## src/rtl/regfile_write_arbiter.sv

```systemverilog
// Write-port owner for the integer register file: shares WE3/A3/WD3 between core
// writeback and the debug port, and runs an INIT_VALUE clear sweep after reset or on request.
module regfile_write_arbiter #(
    parameter int                DATA_W     = 32,
    parameter int                ADDR_W     = 5,
    parameter logic [DATA_W-1:0] INIT_VALUE = '0,
    parameter bit                CLEAR_EN   = 1'b1
) (
    input  logic              clk,
    input  logic              rst,
    input  logic              wb_we,
    input  logic [ADDR_W-1:0] wb_addr,
    input  logic [DATA_W-1:0] wb_data,
    output logic              core_stall,
    input  logic              dbg_req,
    input  logic [ADDR_W-1:0] dbg_addr,
    input  logic [DATA_W-1:0] dbg_data,
    output logic              dbg_gnt,
    input  logic              clr_req,
    output logic              init_done,
    output logic              WE3,
    output logic [ADDR_W-1:0] A3,
    output logic [DATA_W-1:0] WD3
);

    localparam int                NREG      = 2 ** ADDR_W;
    localparam logic [ADDR_W-1:0] LAST_ADDR = ADDR_W'(NREG - 1);

    typedef enum logic { CLEAR, RUN } state_t;
    typedef enum logic { SRC_CORE, SRC_DBG } src_t;

    state_t            state, state_nxt;
    src_t              rr_last, rr_last_nxt;
    logic [ADDR_W-1:0] clr_cnt, clr_cnt_nxt;

    logic              both, core_win, dbg_win;
    logic [ADDR_W-1:0] win_addr;
    logic [DATA_W-1:0] win_data;

    // On a tie the requester that did not win the previous tie goes first.
    always_comb begin
        both     = wb_we & dbg_req;
        dbg_win  = dbg_req & (~wb_we | (rr_last == SRC_CORE));
        core_win = wb_we & ~dbg_win;
        win_addr = dbg_win ? dbg_addr : wb_addr;
        win_data = dbg_win ? dbg_data : wb_data;
    end

    always_comb begin
        WE3        = 1'b0;
        A3         = '0;
        WD3        = '0;
        dbg_gnt    = 1'b0;
        core_stall = 1'b1;
        init_done  = 1'b0;
        if (rst) begin
            case (state)
                CLEAR: begin
                    WE3 = 1'b1;
                    A3  = clr_cnt;
                    WD3 = INIT_VALUE;
                end
                RUN: begin
                    init_done  = 1'b1;
                    dbg_gnt    = dbg_win;
                    core_stall = wb_we & ~core_win;
                    // x0 is hardwired zero: grant the request but suppress the write.
                    if ((core_win | dbg_win) && win_addr != '0) begin
                        WE3 = 1'b1;
                        A3  = win_addr;
                        WD3 = win_data;
                    end
                end
                default: ;
            endcase
        end
    end

    always_comb begin
        state_nxt   = state;
        clr_cnt_nxt = clr_cnt;
        rr_last_nxt = rr_last;
        case (state)
            CLEAR: begin
                clr_cnt_nxt = clr_cnt + 1'b1;
                if (clr_cnt == LAST_ADDR) begin
                    state_nxt   = RUN;
                    clr_cnt_nxt = '0;
                end
            end
            RUN: begin
                if (both)
                    rr_last_nxt = dbg_win ? SRC_DBG : SRC_CORE;
                if (clr_req) begin
                    state_nxt   = CLEAR;
                    clr_cnt_nxt = '0;
                end
            end
            default: state_nxt = RUN;
        endcase
    end

    always_ff @(posedge clk or negedge rst) begin
        if (!rst) begin
            state   <= CLEAR_EN ? CLEAR : RUN;
            clr_cnt <= '0;
            rr_last <= SRC_DBG;
        end else begin
            state   <= state_nxt;
            clr_cnt <= clr_cnt_nxt;
            rr_last <= rr_last_nxt;
        end
    end

endmodule

```

## config.mk

```make
export PLATFORM = sky130hd
export DESIGN_NAME = regfile_write_arbiter
export DESIGN_NICKNAME = d
export VERILOG_FILES = /design/src/rtl/regfile_write_arbiter.sv
export SDC_FILE = /design/constraint.sdc
export NUM_CORES = 1
export LEC_CHECK = 0
export ABC_CLOCK_PERIOD_IN_PS = 1500
export BUFFER_PORTS_ARGS = -buffer_cell sky130_fd_sc_hd__buf_4
export CAP_MARGIN = 20
export CORE_MARGIN = 10
export CORE_UTILIZATION = 35
export CTS_BUF_LIST = sky130_fd_sc_hd__clkbuf_16
export DETAILED_ROUTE_END_ITERATION = 8
export PLACE_DENSITY_LB_ADDON = 0.2
export SLEW_MARGIN = 20
export SYNTH_ARGS = -nofsm -noshare
export SYNTH_HDL_FRONTEND = slang
export SYNTH_SLANG_ARGS = --single-unit
```

## constraint.sdc

```tcl
create_clock -name clk -period 1.5 [get_ports clk]
set_clock_uncertainty 0.15 [all_clocks]
set_input_delay 0.075 -clock clk [delete_from_list [all_inputs] [get_ports clk]]
set_output_delay 0.075 -clock clk [all_outputs]
set_load 0.01 [all_outputs]
```

==> run_results.csv, run 1 <==
group,metric,value,unit
die,dieArea,6990,um^2
global_routing,grt_pass1_wl,10700,um
min_path,holdPathStages,3,
sta,tns,-9.43,ns
drt,ant_nets,0,
global_routing,grt_max_degree,35,
logic_synthesis,syn_area,1420,um^2
job,cap_viol_max_count,0,
die,chipWidth,83.6,um
min_path,hold_class,"in2reg",
die,ios,120,
sta,period_needed,1.79,ns
logic_synthesis,synth_area_leader_cell,"o211ai_1",
global_routing,grt-ovfl-total,0,
sta,slew_viol_final,0,
worst_setup_path,r2r_end,"clr_cnt[0]",
drt,vias_per_cell,5.47,
logic_synthesis,synthArstFlopShare,100,%
die,core_area,3940,um^2
logic_synthesis,syn_inst,185,
logic_synthesis,yosysMostFrequentCell,"o211ai_1",
run_status,status,"complete, but fails checks",
drt,drt_first_pass_iters,4,
worst_setup_path,cp_max_fo,11,
clock_tree,clock-root-buffer,"clkbuf_16",
logic_synthesis,ys_ff_latch,7,
worst_setup_path,crit_path_end_kind,"output port",
worst_setup_path,crit_slowest_cell,"dfstp_2",
sta,fin_crit_sh,119,%
sta,rsz0062_at_grt,"yes",
clock_tree,ctsHtreeMaxLevel,1,
logic_synthesis,synthTopCellsByArea,"o211ai_1, o211ai_2, a21oi_1",
worst_setup_path,r2r.worst_path.cells,5,
die,num_rows,23,
global_routing,grtUsageTotal,17.6,%
pwr,peakVddDrop,0.000979,V
pwr,power_density,847,nW/um^2
logic_synthesis,ys_seq_area_share,12.5,%
die,start_util,35.9,%
logic_synthesis,synth_ff_type,"dfrtp_1",
logic_synthesis,ys_warn_count,0,
run_status,violations,"setup timing",
drt,drc_errors,0,
pwr,p_leak,1.22,nW
clock_tree,clkTransAtPathRegs,0.04,ns
placed_design,hpwl,4990,um
min_path,hold_end,"rr_last",
sta,max_clock_freq,560,MHz
clock_tree,clkLatencyLatePin,0.23,ns
sta,tightest_slew,0.390,ns
global_routing,grt_pass1_vias,1996,
pwr,power.total,2.39,mW
min_path,min_from,"dbg_req",
worst_setup_path,r2r_setup_slack,0,ns
clock_tree,clock-sinks,7,
logic_synthesis,synth_top_area_share,26.5,%
die,die_h,83.6,um
clock_tree,clockBufferDepth,2,
drt,totalWireLength,6810,um
sta,setup_violations,39,
worst_setup_path,worst_ep_arrival_time,1.56,ns
logic_synthesis,ys_types,31,
placed_design,portBuffers,119,
worst_setup_path,cpPeakStageDelay,0.57,ns
worst_setup_path,r2r_start,"clr_cnt[1]",
finish,drive_gt1_share,67.5,%
logic_synthesis,syn_nets,266,
worst_setup_path,worstSetupPathType,"reg2out",
drt,routedWlPerCell,18.9,um
drt,dr.first_iter.drc_count,188,
worst_setup_path,worstPathRequired,1.27,ns
logic_synthesis,synth_area_per_cell,7.65,um^2
sta,fin_ws,-0.286,ns
logic_synthesis,synth_edf_count,0,
clock_tree,cts_tree,"built",
worst_setup_path,start_kind,"flop",
sta,max_slew_margin,74.0,%
worst_setup_path,crit_path_cell_trace,"a21bo_4 > buf_12 > o211ai_1 > a21oi_2 > buf_4",
clock_tree,numCtsBuffers,3,
drt,vias,1975,
finish,areaGrowthSynthToFinish,99.8,%
finish,n_antenna_cell,0,
sta,hold_viol_final,0,
placed_design,gp_congestion,0.835,
global_routing,antenna_found_initial,0,
finish,fin_nets,393,
logic_synthesis,synthTopCellsByCount,"o211ai_1, a21oi_1, o211ai_2",
==> area by class of cell <==
cell class,instances,area (um^2)
sequential,7,176
fill,319,1110
timing repair buffer,151,1280
inverter,2,7.51
tap,50,62.6
clock inverter,1,5.00
clock buffer,3,75.1
multi-input combinational,147,1220
==> sequential cells by signal (all words and copies together), names as in the netlist <==
signal / cells
rr_last: 1
clr_cnt: 5
state: 1
==> power breakdown <==
group	internal [mW]	total, mW	switching [mW]
registers	0.292	0.391	0.0992
clock network	0.350	0.461	0.110
logic	0.836	1.54	0.706
==> through the flow <==
stage / cells / instance area [um^2] / setup slack (ns) / utilization (%) / hold slack (ns)
3_5_place_dp: 345 / 2530 / -0.108 / 64.3 / -0.162
6_report: 361 / 2830 / -0.286 / 71.7 / 0.0141
3_3_place_gp: 345 / 2530 / -0.0862 / 64.3 / -0.164
5_1_grt: 361 / 2830 / -0.355 / 71.7 / 0.0400
2_1_floorplan: 185 / 1540 / -0.0221 / - / -0.371
4_1_cts: 356 / 2760 / -0.302 / 69.9 / 0.00417
==> critical path: cells and delay by family (launching register included) <==
kind            cells  cell delay (ns)
buf+inv             2             0.28
compound gates      3             0.48
flops               1             0.57
==> cells by family (layout without fill, tap and decap cells) <==
family | after synthesis | count (layout) | synth area share (%)
buf+inv | 31 | 157 | 13.4
compound gates | 113 | 113 | 58.4
flops | 7 | 7 | 12.5
mux | 5 | 5 | 3.54
fa+ha+maj | 2 | 2 | 1.77
simple gates | 24 | 24 | 8.58
xor+xnor | 3 | 3 | 1.86
==> layer usage <==
layer	global-route usage (%)	share of wire, %
met5	0	0
met4	4.11	1.6
met3	3.81	5.9
met2	30.5	51
met1	21.5	41
==> cell usage in the layout, fill, tap and decap left out, types with 3 or more instances in the layout <==
master,instances
a21oi_1,5
clkbuf_16,3
mux2i_1,5
o21ai_1,6
o211ai_1,50
buf_6,3
a21oi_2,28
buf_4,137
buf_12,7
dfrtp_1,6
o211ai_2,16
nand2_1,11
==> what timing repair did <==
action                                 in CTS  in global routing
pin swaps                                   9                 12
gates cloned                                2                  0
hold buffers                                2                  0
endpoints found under the hold margin      13                  0
setup endpoints to repair                  41                 43
gates resized for setup                    14                  6
setup buffers                               3                  5
==> worst max-delay path by stage <==
stage	end	start	slack (ns)	cells after the start
after floorplan	WD3[13]	rr_last	-0.02	5
after global placement	WE3	wb_addr[0]	-0.09	6
after detailed placement	WD3[14]	wb_addr[0]	-0.11	6
after CTS	WD3[27]	rr_last	-0.30	5
after global routing	WD3[29]	rr_last	-0.35	5
final	WD3[14]	rr_last	-0.29	5
(Power assumes the default switching activity.)
==> run 2: changes to the inputs <==
--- a/config.mk
+++ b/config.mk
@@ -5,14 +5,15 @@
 export SDC_FILE = /design/constraint.sdc
 export NUM_CORES = 1
 export LEC_CHECK = 0
-export ABC_CLOCK_PERIOD_IN_PS = 1500
+export ABC_CLOCK_PERIOD_IN_PS = 1800
 export BUFFER_PORTS_ARGS = -buffer_cell sky130_fd_sc_hd__buf_4
 export CAP_MARGIN = 20
 export CORE_MARGIN = 10
-export CORE_UTILIZATION = 35
+export CORE_UTILIZATION = 39
 export CTS_BUF_LIST = sky130_fd_sc_hd__clkbuf_16
 export DETAILED_ROUTE_END_ITERATION = 8
 export PLACE_DENSITY_LB_ADDON = 0.2
+export SKIP_LAST_GASP = 1
 export SLEW_MARGIN = 20
 export SYNTH_ARGS = -nofsm -noshare
 export SYNTH_HDL_FRONTEND = slang
==> constraint.sdc (replaced) <==
create_clock -name clk -period 1.8 [get_ports clk]
set_clock_uncertainty 0.15 [all_clocks]
set_input_delay 0.09 -clock clk [delete_from_list [all_inputs] [get_ports clk]]
set_output_delay 0.09 -clock clk [all_outputs]
set_load 0.01 [all_outputs]
==> run 2 against run 1 <==
Net effect:
- the run now ends clean
- die area decreased by 7.9%
- design area is 16% lower
- clock power shrank 18%
- final cell count is 6.9% lower
- via count decreased by 4.9%
- critical path depth is the same
==> run_results.csv, run 2 (synthesis results as in run 1) <==
group,metric,value,unit
die,dieArea,6440,um^2
sta,rsz0062_at_grt,"yes",
drt,totalWireLength,6160,um
pwr,internal_power,1.03,mW
pwr,p_leak,1.07,nW
pwr,p_clk_share,22.7,%
clock_tree,clockBufferDepth,2,
sta,slew_viol_final,0,
finish,areaGrowthSynthToFinish,68.7,%
sta,max_slew_margin,72.6,%
clock_tree,clock-sinks,7,
job,cap_viol_max_count,0,
global_routing,grt_pass1_wl,9270,um
finish,largest_reg_flops,5,
die,ios,120,
pwr,p_comb_share,57.4,%
pwr,power_density,697,nW/um^2
worst_setup_path,r2r_setup_slack,0.17,ns
placed_design,place_inst,329,
finish,final_cell_area,2390,um^2
global_routing,antenna_found_initial,0,
run_status,status,"finished clean",
drt,routedWlPerCell,18.3,um
min_path,min_from,"dbg_req",
clock_tree,cts_tree,"built",
worst_setup_path,worstSetupPathType,"reg2out",
sta,tightest_slew,0.410,ns
die,die_h,80.2,um
drt,vias_per_cell,5.59,
min_path,holdPathStages,3,
sta,hold_viol_final,0,
drt,routed-wl-met2,2870,um
sta,holdWs,0.0278,ns
pwr,p_seq_share,19.9,%
drt,wl_met1,2680,um
drt,highest_layer,"met4",
worst_setup_path,r2r_start,"clr_cnt[0]",
global_routing,grt-ovfl-total,0,
worst_setup_path,r2r_end,"clr_cnt[0]",
clock_tree,clkLatencyLatePin,0.23,ns
drt,vias,1879,
sta,setup_violations,0,
worst_setup_path,cp_max_fo,11,
drt,ant_nets,0,
finish,fin_cells,336,
die,num_rows,21,
clock_tree,ctsHtreeMaxLevel,1,
global_routing,grt_max_degree,35,
pwr,peakVddDrop,0.000849,V
placed_design,portBuffers,119,
global_routing,grt_pass1_vias,1845,
finish,most-common-layout-cells,"buf_4, o211ai_1, a21oi_1, o211ai_2, nand2_1",
pwr,power_switching_share,38.1,%
drt,wl_met3,520,um
clock_tree,clkTransAtPathRegs,0.04,ns
clock_tree,clock-root-buffer,"clkbuf_16",
sta,max_clock_freq,564,MHz
drt,drc_errors,0,
placed_design,placed_cell_area,2260,um^2
pwr,p_switching,0.634,mW
finish,layout_commonest_cell,"buf_4",
finish,top_register,"clr_cnt",
finish,drive_gt1_share,52.8,%
min_path,hold_end,"rr_last",
min_path,hold_class,"in2reg",
die,core_area,3420,um^2
pwr,power.total,1.66,mW
sta,tns,0,ns
placed_design,hpwl,4730,um
sta,fin_crit_sh,98.5,%
worst_setup_path,worstPathRequired,1.56,ns
die,start_util,41.4,%
worst_setup_path,crit_path_end_kind,"output port",
die,chipWidth,80.2,um
worst_setup_path,start_kind,"flop",
finish,fillCellCount,315,
clock_tree,numCtsBuffers,3,
placed_design,gp_congestion,0.816,
sta,period_needed,1.77,ns
finish,reg.largest.list,"clr_cnt x5, rr_last x1, state x1",
finish,fin_nets,372,
worst_setup_path,r2r.worst_path.cells,5,
global_routing,grtUsageTotal,17.3,%
drt,dr.first_iter.drc_count,103,
finish,n_antenna_cell,0,
worst_setup_path,worst_ep_arrival_time,1.53,ns
drt,drt_first_pass_iters,5,
-- run 2: changes by cell type in the layout (fill, tap and decap cells not counted), sizes merged --
cell    delta
bufbuf     -1
buf       -20
clkinv     -1
inv        +1
-- run 2: how the worst max path moves through the flow --
stage,start,endpoint,depth (start not counted)
after detailed placement,wb_addr[0],WD3[0],5
after global routing,rr_last,WD3[1],5
after floorplan,rr_last,WD3[13],5
after global placement,wb_addr[0],WD3[0],5
final,rr_last,WD3[12],5
after CTS,rr_last,WD3[19],5
-- run 2: power groups by stage --
| stage | clock [mW] | combinational (mW) | sequential [mW] |
|---|---|---|---|
| finish | 0.378 | 0.954 | 0.331 |
| global placement | 0 | 0.900 | 0.329 |
| CTS | 0.385 | 0.940 | 0.334 |
| floorplan | 0 | 0.556 | 0.304 |
| detailed placement | 0 | 0.912 | 0.332 |
| global route | 0.393 | 1.05 | 0.349 |
-- run 2: worst max-delay path, cell delays in order, from the launching register on --
cell and delay [ns]:
dfstp_2 0.56, a21bo_4 0.16, buf_6 0.15, o211ai_1 0.10
a21oi_1 0.18, buf_4 0.14
-- run 2: repair_timing --
action | in CTS | in global routing
gates resized for setup | 6 | 2
endpoints found under the setup margin | 24 | 34
setup buffers | 0 | 1
pin swaps | 1 | 12
hold endpoints to repair | 13 | 0
hold buffers | 2 | 0
-- run 2: final cells by class --
class	count	area (um^2)	area share, %
Clock inverter	1	3.75	0.157
Inverter	2	7.51	0.314
Sequential cell	7	176	7.39
Tap cell	46	57.6	2.41
Multi-Input combinational cell	147	1070	44.9
Timing Repair Buffer	130	996	41.7
Clock buffer	3	75.1	3.14
-- run 2: routing by layer --
metal / vias up / global-route usage, %
met1: 844 / 21.5
met3: 8 / 5.35
met2: 87 / 28.3
li1: 940 / -
met4: 0 / 4.23
met5: - / 0
-- run 2: metrics by stage --
stage	worst slack [ns]	utilization (%)
2_1_floorplan	0.140	-
3_3_place_gp	0.0786	66.2
3_5_place_dp	0.0746	66.2
4_1_cts	0.00274	69.7
5_1_grt	-0.0418	69.9
6_report	0.0275	69.9
